### config.mk
export PLATFORM = sky130hd
export DESIGN_NAME = inst_fetch
export DESIGN_NICKNAME = d
export VERILOG_FILES = /design/src/rtl/inst_fetch.sv
export SDC_FILE = /design/constraint.sdc
export NUM_CORES = 1
export LEC_CHECK = 0
export CORE_MARGIN = 3
export CORE_UTILIZATION = 46
export DETAILED_ROUTE_END_ITERATION = 10
export GPL_ROUTABILITY_DRIVEN = 1
export MAX_ROUTING_LAYER = met4
export PLACE_DENSITY_LB_ADDON = 0.1
export SYNTH_ARGS = -nofsm -noshare
export SYNTH_HDL_FRONTEND = slang
export SYNTH_SLANG_ARGS = --single-unit
### constraint.sdc
create_clock -name iClk -period 4.6 [get_ports iClk]
set_clock_uncertainty 0.1 [all_clocks]
set_input_delay 0.69 -clock iClk [delete_from_list [all_inputs] [get_ports iClk]]
set_output_delay 0.69 -clock iClk [all_outputs]
set_load 0.05 [all_outputs]
### src/rtl/inst_fetch.sv
// Instruction fetch stage: sequential PC generation, credit-limited word reads,
// in-order response buffering and an output register feeding the decoder.
module inst_fetch #(
    parameter int unsigned      cXLEN      = 32,
    parameter logic [cXLEN-1:0] cResetPc   = '0,
    parameter int unsigned      cFifoDepth = 4,
    parameter logic [31:0]      cNop       = 32'h0000_0013
) (
    input  logic             iClk,
    input  logic             iRst,
    output logic             oMemReqValid,
    output logic [cXLEN-1:0] oMemReqAddr,
    input  logic             iMemReqReady,
    input  logic             iMemRspValid,
    input  logic [31:0]      iMemRspData,
    input  logic             iStall,
    input  logic             iFlushPipe,
    input  logic [cXLEN-1:0] iRedirectPc,
    output logic [31:0]      oInst,
    output logic [cXLEN-1:0] oCurPc,
    output logic             oInstDv
);
    localparam int unsigned AW    = (cFifoDepth > 1) ? $clog2(cFifoDepth) : 1;
    localparam int unsigned CW    = AW + 1;
    localparam logic [CW:0] DEPTH = (CW+1)'(cFifoDepth);

    logic [cXLEN-1:0] fetch_pc;
    logic [CW-1:0]    out_cnt, drop_cnt, fifo_cnt;
    logic [AW-1:0]    pcq_wr, pcq_rd, fifo_wr, fifo_rd;
    logic [cXLEN-1:0] pcq [cFifoDepth];
    logic [31:0]      fifo_inst [cFifoDepth];
    logic [cXLEN-1:0] fifo_pc [cFifoDepth];
    logic [31:0]      inst_q;
    logic [cXLEN-1:0] pc_q;
    logic             dv_q;

    logic             credit_ok, req_valid, accept, rsp, drop, live;
    logic             fifo_empty, load, pop, bypass, push;
    logic [cXLEN-1:0] rsp_pc;

    always_comb begin
        credit_ok  = ({1'b0, out_cnt} + {1'b0, fifo_cnt}) < DEPTH;
        req_valid  = !iRst && !iFlushPipe && credit_ok;
        accept     = req_valid && iMemReqReady;
        rsp        = iMemRspValid && (out_cnt != '0);
        drop       = rsp && (drop_cnt != '0);
        live       = rsp && !drop && !iFlushPipe;
        rsp_pc     = pcq[pcq_rd];
        fifo_empty = (fifo_cnt == '0);
        load       = !iFlushPipe && !iStall;
        pop        = load && !fifo_empty;
        bypass     = load && fifo_empty && live;
        push       = live && !bypass;
    end

    // Storage arrays carry no reset; pointers and counters define their contents.
    always_ff @(posedge iClk) begin
        if (accept) begin
            pcq[pcq_wr] <= fetch_pc;
        end
        if (push) begin
            fifo_inst[fifo_wr] <= iMemRspData;
            fifo_pc[fifo_wr]   <= rsp_pc;
        end
    end

    always_ff @(posedge iClk or posedge iRst) begin
        if (iRst) begin
            fetch_pc <= cResetPc;
            out_cnt  <= '0;
            drop_cnt <= '0;
            pcq_wr   <= '0;
            pcq_rd   <= '0;
            fifo_wr  <= '0;
            fifo_rd  <= '0;
            fifo_cnt <= '0;
            inst_q   <= cNop;
            pc_q     <= '0;
            dv_q     <= 1'b0;
        end else begin
            if (iFlushPipe) begin
                fetch_pc <= iRedirectPc & ~cXLEN'(3);
            end else if (accept) begin
                fetch_pc <= fetch_pc + cXLEN'(4);
            end

            if (accept) begin
                pcq_wr <= pcq_wr + 1'b1;
            end
            if (rsp) begin
                pcq_rd <= pcq_rd + 1'b1;
            end
            out_cnt <= out_cnt + CW'(accept) - CW'(rsp);

            // Everything still in flight after this edge belongs to the old stream.
            if (iFlushPipe) begin
                drop_cnt <= out_cnt - CW'(rsp);
            end else if (drop) begin
                drop_cnt <= drop_cnt - 1'b1;
            end

            if (iFlushPipe) begin
                fifo_wr  <= '0;
                fifo_rd  <= '0;
                fifo_cnt <= '0;
            end else begin
                if (push) begin
                    fifo_wr <= fifo_wr + 1'b1;
                end
                if (pop) begin
                    fifo_rd <= fifo_rd + 1'b1;
                end
                fifo_cnt <= fifo_cnt + CW'(push) - CW'(pop);
            end

            if (iFlushPipe) begin
                inst_q <= cNop;
                dv_q   <= 1'b0;
            end else if (!iStall) begin
                if (!fifo_empty) begin
                    inst_q <= fifo_inst[fifo_rd];
                    pc_q   <= fifo_pc[fifo_rd];
                    dv_q   <= 1'b1;
                end else if (live) begin
                    inst_q <= iMemRspData;
                    pc_q   <= rsp_pc;
                    dv_q   <= 1'b1;
                end else begin
                    inst_q <= cNop;
                    dv_q   <= 1'b0;
                end
            end
        end
    end

    assign oMemReqValid = req_valid;
    assign oMemReqAddr  = fetch_pc;
    assign oInst        = inst_q;
    assign oCurPc       = pc_q;
    assign oInstDv      = dv_q;

endmodule

==> flow_summary.json, run 1 <==
{
  "cts_buffer_depth": 3,
  "crit_path_end_kind": "primary output",
  "drive_gt1_share_pct": 16.95,
  "post_cts.repair.setup_buffers": 0,
  "cts.clk_slew.worst_paths_ns": 0.06,
  "place_ws_ns": 0.9162,
  "start_kind": "register",
  "worstSetupPathType": "register to primary output",
  "yosys.area_share.simple_pct": 5.344,
  "r2r_start": "out_cnt[2]",
  "synth_fa_ha_area_share_pct": 1.465,
  "overflow": 0,
  "ff2ff_path_depth": 9,
  "cp-endpoint": "oMemReqValid",
  "track_usage_pct": 18.81,
  "crit_path_start": "out_cnt[2]",
  "htree_levels": 2,
  "synth_xor_xnor_area_share_pct": 0.6004,
  "drt_wl_total_um": 39400,
  "wire_per_inst_um": 21.76,
  "p_per_area_nw_per_um2": 558.3,
  "synth_cell_types": 57,
  "min_period_ns": 3.295,
  "r2r_end": "out_cnt[2]",
  "required_ns": 3.81,
  "synth_compound_area_share_pct": 4.467,
  "ys_warn_count": 0,
  "layoutNonFillerInstCount": 1811,
  "synth_edf_count": 368,
  "holdCritPathClass": "register to register",
  "portBuffers": 161,
  "syn2layout_area_growth_pct": 20.76,
  "relSlewSlack_pct": 26.13,
  "finalSetupViolCount": 0,
  "synthArstFlopShare_pct": 23.01,
  "clock_latency_ns": 0.55,
  "start_util_pct": 47.19,
  "syn_area_um2": 18960,
  "hold_depth": 2,
  "root_buffer": "clkbuf_16",
  "hold_buffers": 0,
  "tightest_slew_ns": 1.104,
  "drt-pass1-iter-count": 8,
  "clkSinkCount": 478,
  "synth_top_family_by_area": "multiplexers",
  "ys_seq_area_share_pct": 72.80,
  "p_leak_nw": 8.137,
  "viasPerCell": 5.567,
  "num_io_pins": 168,
  "cp.arrival_ns": 2.50,
  "cts_resized": 0,
  "routabilityCongestion": 0.7658,
  "fin_crit_sh_pct": 71.63,
  "grt_antenna_before_repair": 0,
  "antenna_left": 0,
  "crit_fanout": 4,
  "setup_ws_ns": 1.305,
  "dp.cells": 1719,
  "status": "complete, no violations",
  "vdd_drop_max_v": 0.0002797,
  "grt_pass1_vias": 10620,
  "drt_iter0_markers": 850,
  "diodes": 0,
  "fmax_mhz": 303.5,
  "rsz0062_at_grt": "no",
  "rows": 73,
  "hold_viol": 0,
  "drv_slew": 0,
  "numCtsBuffers": 49,
  "coreArea_um2": 40190,
  "synth_mux_area_share_pct": 12.78,
  "post-dp-hpwl_um": 23820,
  "syn_area_per_cell_um2": 17.82,
  "num_vias": 10080,
  "setup-tns-final_ns": 0,
  "die_area_um2": 43700,
  "route.detailed.drc": 0,
  "regToRegSetupSlack_ns": 1.58,
  "synth-seq-cells": 478,
  "die_w_um": 209.0,
  "die_height_um": 209.0,
  "synthFlopType": "edfxtp_1",
  "drv_cap": 0,
  "grt_pass1_wl_um": 62770,
  "synthCells": 1064,
  "grt_start_max_net_pins": 63,
  "tritoncts": "built",
  "nNetsFinal": 1336
}
==> worst min path at each step <==
stage	slack (ns)	start	to
detailed placement	0.37	oCurPc[15]	oCurPc[15]
floorplan	0.42	out_cnt[0]	out_cnt[0]
global route	0.41	oCurPc[9]	oCurPc[9]
CTS	0.38	oCurPc[15]	oCurPc[15]
global placement	0.36	oCurPc[15]	oCurPc[15]
finish	0.38	oCurPc[15]	oCurPc[15]
==> state kept, by name, indices dropped and copies added, names as in the netlist <==
register / cells
oInstDv: 1
fifo_cnt: 3
oInst: 32
pcq_rd: 2
pcq: 120
oMemReqAddr: 30
drop_cnt: 3
fifo_rd: 2
out_cnt: 3
pcq_wr: 2
oCurPc: 30
fifo_pc: 120
fifo_wr: 2
fifo_inst: 128
==> final cells by class <==
cell class                 instances  area, um2
clock buffer                      71       1391
fill                            3133      17290
clock inverter                    21      232.7
tap                              525      656.9
timing repair buffer             185       1887
sequential                       478      13810
multi-input combinational        477       4715
inverter                          54      205.2
==> layout by cell type, fill, tap and decap left out, types with 8 or more instances in the layout <==
master	count
edfxtp_1	368
clkdlybuf4s50_1	160
dfrtp_1	103
mux4_2	92
nand2_1	77
inv_1	53
o21ai_0	53
clkbuf_16	51
mux2i_1	34
a222oi_1	29
nor2_1	26
ha_1	19
clkbuf_1	16
buf_4	16
nand4_1	14
nand3_1	13
clkinv_2	11
o211ai_1	10
buf_12	8
==> worst max-delay path: stages, from the launching register on <==
cell and delay (ns):
dfrtp_1 0.43, ha_1 0.32, nor3_2 0.22, and3_1 0.19, clkdlybuf4s50_1 0.80
==> cells in the mapped netlist, types with 3 or more instances <==
| master | n | area (um2) |
|---|---|---|
| and2_1 | 11 | 68.82 |
| buf_4 | 4 | 30.03 |
| o21ai_0 | 53 | 265.3 |
| nor4_1 | 3 | 18.77 |
| nand4_1 | 14 | 87.58 |
| a31oi_1 | 4 | 25.02 |
| nand3_1 | 13 | 65.06 |
| a221o_1 | 4 | 40.04 |
| or3_1 | 6 | 37.54 |
| mux2i_1 | 34 | 340.3 |
| clkbuf_1 | 26 | 97.59 |
| and3_1 | 6 | 37.54 |
| nor2_1 | 26 | 97.59 |
| nand3b_1 | 6 | 45.04 |
| nor2b_1 | 8 | 50.05 |
| dfstp_2 | 3 | 78.83 |
| a222oi_1 | 29 | 290.3 |
| edfxtp_1 | 368 | 11050 |
| inv_1 | 54 | 202.7 |
| nor3_1 | 5 | 25.02 |
| buf_1 | 6 | 22.52 |
| xnor2_1 | 7 | 61.31 |
| dfrtp_1 | 107 | 2678 |
| xor2_1 | 6 | 52.55 |
| o211ai_1 | 10 | 75.07 |
| a21oi_1 | 7 | 35.03 |
| mux4_2 | 92 | 2072 |
| buf_2 | 19 | 95.09 |
| ha_1 | 19 | 237.7 |
| nand2_1 | 77 | 289.0 |
| o311ai_0 | 5 | 43.79 |
==> report_power, final <==
part	total [W]	internal [W]	switching, W
logic	0.00314	0.00130	0.00184
registers	0.00569	0.00521	0.000473
clock network	0.00396	0.00238	0.00158
==> layer usage <==
metal	vias to the layer above	global-route usage, %	share of wire, %
met3	53	2.852	4.7
met2	262	30.00	49
met1	5206	26.02	45
met4	0	4.365	1.8
li1	4561	-	-
met5	-	-	0
==> through the flow <==
step                      hold slack, ns  power (W)  utilization (%)  instance area, um2
after global placement            0.3611   0.008943            52.95               21280
after detailed placement          0.3693   0.008985            52.95               21280
after global routing              0.4128    0.01340            56.99               22900
after floorplan                   0.4232   0.007874                -               18980
final                             0.3774    0.01279            56.99               22900
after CTS                         0.3836    0.01298            56.99               22900
==> kinds of logic after synthesis <==
kind of cell / count (synthesis)
flops: 478
simple gates: 191
mux: 127
compound gates: 121
buf+inv: 112
fa+ha+maj: 21
xor+xnor: 13
other cells: 1
No activity file was read; power rests on OpenSTA's default activity.
==> run 2, diff against run 1 <==
clock period = 3.4 ns   (was 4.6 ns; I/O delays follow)
==> run 2 against run 1 <==
- sequential power increased by 34%
- critical path type unchanged
- worst hold slack got worse by 0.14 ns
- routed wire length increased by 0.25%
- combinational power increased by 39%
- largest cell class unchanged
- non-clock buffer count increased by 10
- clock power increased by 35%
- final cell count increased by 0.55%
==> flow_summary.json, run 2 (synthesis results as in run 1) <==
{
  "numCtsBuffers": 49,
  "crit_fanout": 4,
  "routabilityCongestion": 0.7846,
  "drt-pass1-iter-count": 6,
  "grt_start_max_net_pins": 63,
  "grt_pass1_wl_um": 63110,
  "crit_slowest_cell": "clkdlybuf4s50_1",
  "drive_gt1_share_pct": 17.59,
  "status": "complete, no violations",
  "hold_buffers": 0,
  "use_met2_pct": 30.22,
  "p_per_area_nw_per_um2": 753.4,
  "path_buf_inv": 1,
  "root_buffer": "clkbuf_16",
  "worstSetupPathType": "register to primary output",
  "diodes": 0,
  "place_area_um2": 21390,
  "rsz0062_at_grt": "no",
  "busiest_layer": "met2",
  "portBuffers": 161,
  "overflow": 0,
  "required_ns": 2.79,
  "track_usage_pct": 19.05,
  "dp.cells": 1729,
  "viasPerCell": 5.582,
  "fin_area_um2": 23010,
  "rows": 73,
  "cts_buffer_depth": 3,
  "relSlewSlack_pct": 32.43,
  "num_io_pins": 168,
  "p_leak_nw": 8.199,
  "cts.clk_slew.worst_paths_ns": 0.06,
  "cts_resized": 0,
  "die_area_um2": 43700,
  "gr-usage-met1_pct": 26.32,
  "vdd_drop_max_v": 0.0003414,
  "setup-tns-final_ns": 0,
  "die_height_um": 209.0,
  "largest_register_ff_count": 128,
  "fmax_mhz": 324.8,
  "syn2layout_area_growth_pct": 21.35,
  "num_vias": 10170,
  "holdWs_ns": 0.2355,
  "met3_usage_pct": 2.943,
  "finalSetupViolCount": 0,
  "wire_per_inst_um": 21.69,
  "htree_levels": 2,
  "critical-path-top-delay-family": "buffers and inverters",
  "cp_cell_sequence": "ha_1, nor3_2, and3_1, clkdlybuf4s50_1",
  "antenna_left": 0,
  "hold_viol": 0,
  "start_util_pct": 47.19,
  "holdCritPathClass": "input port to asynchronous set/reset pin",
  "crit_path_end_kind": "primary output",
  "cp.arrival_ns": 2.47,
  "grt_antenna_before_repair": 0,
  "clkSinkCount": 478,
  "layoutNonFillerInstCount": 1821,
  "layout_commonest_cell": "edfxtp_1",
  "largest-register": "fifo_inst",
  "power_w": 0.01734,
  "drt_wl_total_um": 39500,
  "clock_latency_ns": 0.57,
  "nNetsFinal": 1346,
  "post_cts.repair.setup_buffers": 0,
  "drv_slew": 0,
  "critPathMaxStageDelay_ns": 0.80,
  "min_period_ns": 3.079,
  "final_cell_mix": "368 x edfxtp_1, 160 x clkdlybuf4s50_1, 103 x dfrtp_1",
  "drt_iter0_markers": 769,
  "die_w_um": 209.0,
  "route.detailed.drc": 0,
  "grt_pass1_vias": 10550,
  "drv_cap": 0,
  "largest_registers": "fifo_inst x128, fifo_pc x120, pcq x120",
  "tritoncts": "built",
  "post-dp-hpwl_um": 24040,
  "coreArea_um2": 40190,
  "fin_crit_sh_pct": 90.55,
  "start_kind": "register",
  "tightest_slew_ns": 1.014
}
[run 2: cell count changes in the layout (fill, tap and decap cells not counted)]
cell	previous run	this run
buf_12	8	11
bufinv_16	5	4
clkinv_4	0	1
clkinv_2	11	9
nor2b_4	1	0
clkbuf_8	4	7
buf_4	16	23
inv_4	1	0
nor2b_2	0	1
[run 2: routing by layer]
layer / vias up / routed length, um
li1: 4570 / -
met1: 5246 / 17460
met2: 290 / 19250
met3: 59 / 2077
met4: 0 / 719
met5: - / 0
[run 2: report_power, final]
group,total [W],internal (W),switching [W]
clock network,0.00535,0.00321,0.00214
logic,0.00435,0.00180,0.00255
registers,0.00764,0.00706,0.000585
total,0.0173,0.0121,0.00527
[run 2: stage by stage]
stage          util (%)  worst slack (ns)
2_1_floorplan         -           0.01653
3_3_place_gp      53.22            0.2993
3_5_place_dp      53.22            0.3353
4_1_cts           57.26            0.2378
5_1_grt           57.26            0.1825
6_report          57.26            0.3212
[run 2: final cells by class]
cell class                      instances  area [um2]
Tap cell                              525       656.9
Fill cell                            3153       17180
Multi-Input combinational cell        477        4710
Inverter                               54       206.4
Clock inverter                         18       193.9
Clock buffer                           74        1433
Sequential cell                       478       13810
Timing Repair Buffer                  195        1999
[run 2: path summary, 6_finish.rpt]
check	startpoint	endpoint	slack, ns	cells after the start
worst max-delay path	out_cnt[2]	oMemReqValid	0.32	4
worst min-delay path	iRst	drop_cnt[1]	0.24	2
worst max register to register	fifo_cnt[1]	fifo_cnt[2]	0.75	10
worst min register to register	oCurPc[3]	oCurPc[3]	0.38	2
max in group asynchronous	iRst	oInst[4]	2.27	3
min in group iClk	iFlushPipe	fifo_wr[0]	0.24	2
==> run 3, diff against run 2 <==
CAP_MARGIN = 20   (was unset)
==> results of run 3 <==
The final DEF is identical to that of run 2; final timing and power are the same.
==> variant, RTL diff (settings of run 3) <==
Change the parameter `cXLEN` from 32 to 16.
--- a/src/rtl/inst_fetch.sv
+++ b/src/rtl/inst_fetch.sv
@@ -1,7 +1,7 @@
 // Instruction fetch stage: sequential PC generation, credit-limited word reads,
 // in-order response buffering and an output register feeding the decoder.
 module inst_fetch #(
-    parameter int unsigned      cXLEN      = 32,
+    parameter int unsigned      cXLEN      = 16,
     parameter logic [cXLEN-1:0] cResetPc   = '0,
     parameter int unsigned      cFifoDepth = 4,
     parameter logic [31:0]      cNop       = 32'h0000_0013
Interface: changed (resized iRedirectPc, oCurPc and oMemReqAddr); port bits go from 168 to 120. The function was not compared with the original's and may differ.
==> variant against run 3 <==
Sequential power decreased by 34%. Power decreased by 36%. Synthesized area decreased by 34%. First-iteration DRC count decreased by 22%. Sequential cell count decreased by 160. Sequential share of layout area decreased by 0.39 points. Synthesized cell count decreased by 36%. Via count decreased by 31%. Wire length decreased by 33%. Largest cell class unchanged. Setup slack got worse by 88 ps. Final area decreased by 33%.
==> variant: results <==
set metrics [dict create \
    status "completed" \
    grtUsageMet2 0.313 \
    arrival_ps 2560 \
    relSlewSlack 0.345 \
    synth_mux_area_frac 0.109 \
    grt_use_met1 0.249 \
    rr_worst_depth 6 \
    clkPwrFrac 0.318 \
    gp_congestion 0.851 \
    peakVddDrop_v 0.000406 \
    synthTopCellsByArea "edfxtp_1 57%, dfrtp_1 15%, mux4_2 11%" \
    first_pass_iters 5 \
    io_buffers 113 \
    dpl.hpwl_mm 15.8 \
    clkLatencyLatePin_ps 500 \
    drive_gt1_frac 0.179 \
    vias_per_cell 5.86 \
    synthTopCellsByCount "240 x edfxtp_1, 75 x dfrtp_1, 60 x mux4_2" \
    synth.distinct_cells 53 \
    swShare 0.293 \
    power.leakage_nw 5.53 \
    synthArstFlopShare 0.245 \
    syn_inst 686 \
    place_ws_ps 309 \
    regToRegSetupSlack_ps 500 \
    whs_ps 369 \
    track_usage 0.189 \
    p_sw_mw 3.27 \
    n_fill_cell 1990 \
    numCtsBuffers 34 \
    drt_iter0_drc 602 \
    hold_class "flip-flop to flip-flop" \
    grt_first_pass_wirelength_mm 41.3 \
    detail_route.wl_per_cell_microns 22.3 \
    reg_top3 "fifo_inst x128, fifo_pc x56, pcq x56" \
    wl_mm 26.5 \
    critPathCapture "oMemReqValid" \
    fin_ws_ps 233 \
    grt_use_met3 0.0303 \
    synth-edff-count 240 \
    synth-xor-area-share 0.0112 \
    fin_nets 903 \
    yosys.area_share.adder 0.0221 \
    reg2reg_to "oMemReqAddr[12]" \
    worstReg2RegStart "out_cnt[2]" \
    synth_compound_area_frac 0.0640 \
    post-place-cells 1127 \
    cp_max_fo 6 \
    placed_cell_area_sq_mm 0.0143 \
    seq_area_frac_synth 0.730 \
    grt_max_degree 48 \
]
## variant: cell count changes after synthesis, sizes merged, moves of 19 or more
cell,before,now
buf,30,11
mux4,92,60
nand2,78,13
edfxtp,368,240
dfrtp,107,75
o21ai,53,10
mux2i,34,2
## variant: area by class of cell
| type | count | area, sq um | share of cell area |
|---|---|---|---|
| Sequential cell | 318 | 9170 | 0.596 |
| Clock inverter | 12 | 124 | 0.00806 |
| Clock buffer | 49 | 968 | 0.0630 |
| Timing Repair Buffer | 140 | 1430 | 0.0931 |
| Inverter | 53 | 200 | 0.0130 |
| Tap cell | 335 | 419 | 0.0273 |
| Multi-Input combinational cell | 281 | 3060 | 0.199 |
## variant: worst max-delay path: stages, from the launching register on
cell and delay, ps:
dfrtp_1 440, ha_1 300, or4_1 610, buf_4 200, nor3_1 330, buf_12 190
## variant: metal layers
metal | vias to the layer above | routed length (microns)
met5 | - | 0
met4 | 0 | 318
met1 | 3643 | 11200
met2 | 259 | 13500
li1 | 3026 | -
met3 | 39 | 1500
